$ cat src/rtl/btn_debounce_multi.sv
// Multi-channel push-button conditioner: 2-flop sync, debounce, press/release/long-press pulses.
// Define BTN_DEBOUNCE_AUTOREPEAT_EN to build the auto-repeat counters that drive rpt.
module btn_debounce_multi #(
    parameter int unsigned N_BTN      = 4,
    parameter int unsigned CLOCK_FREQ = 50_000_000,
    parameter int unsigned STABLE_MS  = 10,
    parameter int unsigned LONG_MS    = 1000,
    parameter int unsigned REPEAT_MS  = 200,
    parameter bit          ACTIVE_LOW = 1'b0
) (
    input  logic             clk,
    input  logic             rst_n,
    input  logic [N_BTN-1:0] btn,
    output logic [N_BTN-1:0] level,
    output logic [N_BTN-1:0] press,
    output logic [N_BTN-1:0] rel,
    output logic [N_BTN-1:0] long_press,
    output logic [N_BTN-1:0] rpt
);
    localparam int unsigned CYC_PER_MS = CLOCK_FREQ / 1000;
    localparam int unsigned STABLE_CYC = STABLE_MS * CYC_PER_MS;
    localparam int unsigned LONG_CYC   = LONG_MS * CYC_PER_MS;
    localparam int unsigned STAB_W     = $clog2(STABLE_CYC + 1);
    localparam int unsigned HOLD_W     = $clog2(LONG_CYC + 1);
`ifdef BTN_DEBOUNCE_AUTOREPEAT_EN
    localparam int unsigned REPEAT_CYC = REPEAT_MS * CYC_PER_MS;
    localparam int unsigned RPT_W      = $clog2(REPEAT_CYC + 1);
`endif

    typedef enum logic [1:0] {
        RELEASED = 2'd0,
        PRESSED  = 2'd1,
        HELD     = 2'd2
    } state_t;

    // Reject configurations the counters cannot represent.
    if (N_BTN < 1 || N_BTN > 32 || (CLOCK_FREQ % 1000) != 0 || STABLE_MS < 1 ||
        LONG_MS < 1 || REPEAT_MS < 1 || CYC_PER_MS < 1) begin : g_bad_cfg
        $error("btn_debounce_multi: illegal parameter set");
    end

    for (genvar i = 0; i < N_BTN; i++) begin : g_ch
        logic [1:0]        sync_q;
        logic [STAB_W-1:0] stab_q;
        logic              lvl_q;
        logic              press_q;
        logic              rel_q;
        logic              long_q;
        logic              long_d;
        logic              toggle_c;
        logic              rise_c;
        logic              fall_c;
        state_t            state_q;
        state_t            state_d;
        logic [HOLD_W-1:0] hold_q;
        logic [HOLD_W-1:0] hold_d;
`ifdef BTN_DEBOUNCE_AUTOREPEAT_EN
        logic [RPT_W-1:0]  rcnt_q;
        logic [RPT_W-1:0]  rcnt_d;
        logic              rpt_q;
        logic              rpt_d;
`endif

        // Level flips once the synchronised input has disagreed for STABLE_CYC cycles.
        assign toggle_c = (sync_q[1] != lvl_q) && (stab_q == STAB_W'(STABLE_CYC - 1));
        assign rise_c   = toggle_c & ~lvl_q;
        assign fall_c   = toggle_c & lvl_q;

        always_ff @(posedge clk or negedge rst_n) begin
            if (!rst_n) begin
                sync_q  <= '0;
                stab_q  <= '0;
                lvl_q   <= 1'b0;
                press_q <= 1'b0;
                rel_q   <= 1'b0;
            end else begin
                sync_q  <= {sync_q[0], btn[i] ^ ACTIVE_LOW};
                if ((sync_q[1] == lvl_q) || toggle_c) begin
                    stab_q <= '0;
                end else begin
                    stab_q <= stab_q + STAB_W'(1);
                end
                if (toggle_c) begin
                    lvl_q <= ~lvl_q;
                end
                press_q <= rise_c;
                rel_q   <= fall_c;
            end
        end

        // Press-tracking FSM; a debounced fall always wins over long/repeat thresholds.
        always_comb begin
            state_d = state_q;
            hold_d  = hold_q;
            long_d  = 1'b0;
`ifdef BTN_DEBOUNCE_AUTOREPEAT_EN
            rcnt_d  = '0;
            rpt_d   = 1'b0;
`endif
            unique case (state_q)
                RELEASED: begin
                    if (rise_c) begin
                        state_d = PRESSED;
                        hold_d  = '0;
                    end
                end
                PRESSED: begin
                    hold_d = hold_q + HOLD_W'(1);
                    if (fall_c) begin
                        state_d = RELEASED;
                    end else if (hold_q == HOLD_W'(LONG_CYC - 1)) begin
                        state_d = HELD;
                        long_d  = 1'b1;
                    end
                end
                HELD: begin
                    if (fall_c) begin
                        state_d = RELEASED;
                    end
`ifdef BTN_DEBOUNCE_AUTOREPEAT_EN
                    else if (rcnt_q == RPT_W'(REPEAT_CYC - 1)) begin
                        rpt_d = 1'b1;
                    end else begin
                        rcnt_d = rcnt_q + RPT_W'(1);
                    end
`endif
                end
                default: state_d = RELEASED;
            endcase
        end

        always_ff @(posedge clk or negedge rst_n) begin
            if (!rst_n) begin
                state_q <= RELEASED;
                hold_q  <= '0;
                long_q  <= 1'b0;
`ifdef BTN_DEBOUNCE_AUTOREPEAT_EN
                rcnt_q  <= '0;
                rpt_q   <= 1'b0;
`endif
            end else begin
                state_q <= state_d;
                hold_q  <= hold_d;
                long_q  <= long_d;
`ifdef BTN_DEBOUNCE_AUTOREPEAT_EN
                rcnt_q  <= rcnt_d;
                rpt_q   <= rpt_d;
`endif
            end
        end

        assign level[i]      = lvl_q;
        assign press[i]      = press_q;
        assign rel[i]        = rel_q;
        assign long_press[i] = long_q;
`ifdef BTN_DEBOUNCE_AUTOREPEAT_EN
        assign rpt[i]        = rpt_q;
`else
        assign rpt[i]        = 1'b0;
`endif
    end

endmodule

$ cat config.mk
export PLATFORM = sky130hd
export DESIGN_NAME = btn_debounce_multi
export DESIGN_NICKNAME = d
export VERILOG_FILES = /design/src/rtl/btn_debounce_multi.sv
export SDC_FILE = /design/constraint.sdc
export NUM_CORES = 1
export LEC_CHECK = 0
export ABC_AREA = 1
export ABC_CLOCK_PERIOD_IN_PS = 2100
export CAP_MARGIN = 10
export CORE_MARGIN = 5
export CORE_UTILIZATION = 35
export DETAILED_ROUTE_END_ITERATION = 10
export HOLD_SLACK_MARGIN = 0.12
export PLACE_DENSITY = 0.57
export SYNTH_ARGS = -nofsm -noshare
export SYNTH_HDL_FRONTEND = slang
export SYNTH_SLANG_ARGS = --single-unit
$ cat constraint.sdc
create_clock -name clk -period 2.1 [get_ports clk]
set_clock_uncertainty 0.2 [all_clocks]
set_input_delay 0.21 -clock clk [delete_from_list [all_inputs] [get_ports clk]]
set_output_delay 0.21 -clock clk [all_outputs]
set_load 0.02 [all_outputs]
==> impl_metrics.yaml <==
outcome:
  status: "finished, final reports clean"
detailed_routing:
  drtIter0Drc: 688
  drc: 0
  drt_wl_total_um: 30000
  vias: 11302
  drt_pass1_iterations: 5
  vias_per_cell: 4.85
  wl_per_cell_um: 12.9
  final_antenna_net_count: 0
critical_path:
  cp_cell_sequence: "clkdlybuf4s50_1"
  cp_data_required_time_ns: 1.69
  cpPeakStageDelay_ns: 0.63
  cp_num_buf_inv: 1
  reg2regPathDepth: 9
  critPathMaxFanout: 3
  endpoint_kind: "primary output"
  crit_family: "buffers and inverters"
  arrival_ns: 1.55
  cp_slowest_cell: "clkdlybuf4s50_1"
  cp-start-kind: "register"
  path_class: "reg -> out"
  cp_num_cells: 1
clock_network:
  numCtsBuffers: 26
  clkSlewWorstSetupHoldPaths_ns: 0.06
  root_buffer: "clkbuf_16"
  cts_sinks: 212
  cts_tree: "built"
  clk_latency_ns: 0.54
  clock_path_buffers: 3
  htreeDepth: 1
power_and_ir_drop:
  ir_worst_vdd_uv: 542
  p_per_area_nw_per_um2: 620
  power_mw: 8.97
  leakage_nw: 6.73
timing:
  layout_min_cycle_time_ns: 1.96
  clock.fmax_ghz: 0.510
  hold_ws_ns: 0.134
  slew_headroom_pct: 37.6
  worst_pin_slew_ns: 0.935
  slew_violations: 0
  rsz0062_at_grt: "no"
  layout_setup_ws_ns: 0.138
  finalSetupTns_ns: 0
  setup_violations: 0
  hold_viol: 0
  finalCritPeriodShare_pct: 93.4
global_routing:
  gr-usage-met2_pct: 23.7
  grt_max_degree: 64
  grtUsageMet3_pct: 2.37
  antenna_found_initial: 0
  grt_pass1_wl_um: 52200
  overflow: 0
  track_usage_pct: 14.8
  grt_pass1_vias: 10863
  use_met1_pct: 21.0
  top_usage_layer: "met2"
synthesis:
  synth_warnings: 0
  yosysSeqAreaShare_pct: 41.8
  synthCells: 1807
  avgSynthCellArea_um2: 7.03
  ys_ff_latch: 212
  synth_cell_type_count: 39
  syn-cell-area_um2: 12700
final_layout:
  n_fill_cell: 3664
  layout_commonest_cell: "nand2_1"
  seq_area_um2: 5310
  multiInputGateArea_um2: 6360
  final_core_util_pct: 40.6
  syn2layout_area_growth_pct: 13.9
  layout.nets: 1862
  final_cell_mix: "nand2_1, nor2_1, nand3_1, dfrtp_1, inv_1"
  drive_gt1_share_pct: 8.30
  n_antenna_cell: 0
floorplan:
  start_util_pct: 35.6
  die_w_um: 200
  ios: 26
  dieArea_um2: 40200
  rows: 69
  die_height_um: 200
  core_um2: 35700
min_path:
  hold_path_class: "reg -> reg"
  hold_depth: 0
placed_design:
  dp_hpwl_um: 21300
  numPortBuffers: 21
  pre_cts_slack_ns: 0.0945
  gp_congestion: 0.894
run:
  max_cap_viol_count: 0
cells by family after synthesis:
logic type | Yosys count | share of synthesized area [%]
other | 1 | 0.0295
flip-flops | 212 | 41.8
AO/OA/AOI/OAI | 79 | 3.58
XOR/XNOR | 42 | 2.90
AND/OR/NAND/NOR | 1215 | 42.3
adder cells (fa/ha/maj) | 8 | 0.788
buffers and inverters | 250 | 8.62
cell usage after synthesis:
cell	n	area [um^2]
clkbuf_1	12	45.0
or2_2	21	131
o21ai_1	2	10.0
conb_1	1	3.75
nand2_1	505	1900
and2_1	1	6.26
nand4_4	1	21.3
nor3b_1	1	7.51
nand2_2	7	43.8
a21o_1	12	90.1
or2_0	1	6.26
nor3_2	2	20.0
nand3_1	246	1230
buf_1	1	3.75
dfrtp_1	212	5310
o21bai_1	3	22.5
o21ai_0	36	180
nor4_1	2	12.5
nor2_4	5	56.3
inv_2	5	18.8
nand4_1	40	250
nand3b_1	4	30.0
buf_6	8	90.1
o211ai_1	4	30.0
ha_1	8	100
inv_1	195	732
xor2_1	41	359
xnor2_1	1	8.76
a31oi_1	3	18.8
nor2_2	7	43.8
a21oi_1	18	90.1
buf_2	5	25.0
nand4_2	1	12.5
nor2_1	313	1170
o22ai_2	1	12.5
nand3_4	2	35.0
buf_4	24	180
nor3_1	33	165
nand3_2	23	230
worst reg2reg max path, cell delays in order (launching register included):
cell and delay (ns):
dfrtp_1 0.37, ha_2 0.25, nand3_2 0.12, inv_1 0.12, nand2_2 0.10, nor2_4 0.14
buf_12 0.14, nand3_4 0.19, nand3_1 0.15, nand2_1 0.06
flip-flops by register name (all words and copies together) (netlist names):
name / count
g_ch.hold_q: 104
g_ch.long_q: 4
g_ch.lvl_q: 4
g_ch.press_q: 4
g_ch.rel_q: 4
g_ch.stab_q: 76
g_ch.state_q: 8
g_ch.sync_q: 8
area by class of cell:
class	instances	share of cell area [%]
clock buffer	37	5.28
clock inverter	10	0.908
inverter	200	5.19
multi-input combinational	1350	43.9
sequential	212	36.7
tap	461	3.99
timing repair buffer	58	4.02
metrics by stage:
step / instance area (um^2) / std cells
3_5_place_dp: 13400 / 2272
3_3_place_gp: 13400 / 2272
2_1_floorplan: 12700 / 1810
6_report: 14500 / 2328
4_1_cts: 14400 / 2325
5_1_grt: 14500 / 2328
power breakdown:
part / switching [mW] / internal [mW]
combinational: 0.148 / 0.0629
clock: 1.74 / 2.88
sequential: 0.0209 / 4.11
total: 1.91 / 7.06
layer usage:
layer,routed length (um),vias to the layer above
met1,14400,5216
met4,794,0
li1,-,5811
met2,13600,217
met5,0,-
met3,1230,58
path summary, 6_finish.rpt:
check / from / end / slack [ns]
setup / recovery: g_ch[1].lvl_q$_DFFE_PN0N_ / level[1] / 0.14
hold / removal: g_ch[3].sync_q[0]$_DFF_PN0_ / g_ch[3].sync_q[1]$_DFF_PN0_ / 0.13
setup reg to reg: g_ch[2].stab_q[0]$_DFF_PN0_ / g_ch[2].hold_q[5]$_DFFE_PN0P_ / 0.15
hold reg to reg: g_ch[3].sync_q[0]$_DFF_PN0_ / g_ch[3].sync_q[1]$_DFF_PN0_ / 0.13
max in group asynchronous: rst_n / g_ch[1].hold_q[18]$_DFFE_PN0P_ / 0.46
min in group asynchronous: rst_n / g_ch[2].hold_q[23]$_DFFE_PN0P_ / 0.58
timing repair:
action | 4_1_cts | 5_1_grt
cloned | 0 | 2
setup endpoints to repair | 1 | 29
pin swaps | 0 | 2
hold buffers | 6 | 0
resized for setup | 1 | 5
hold endpoints to repair | 216 | 0
buffers inserted | 0 | 1
Note: power is estimated with default switching activity, not from simulation.
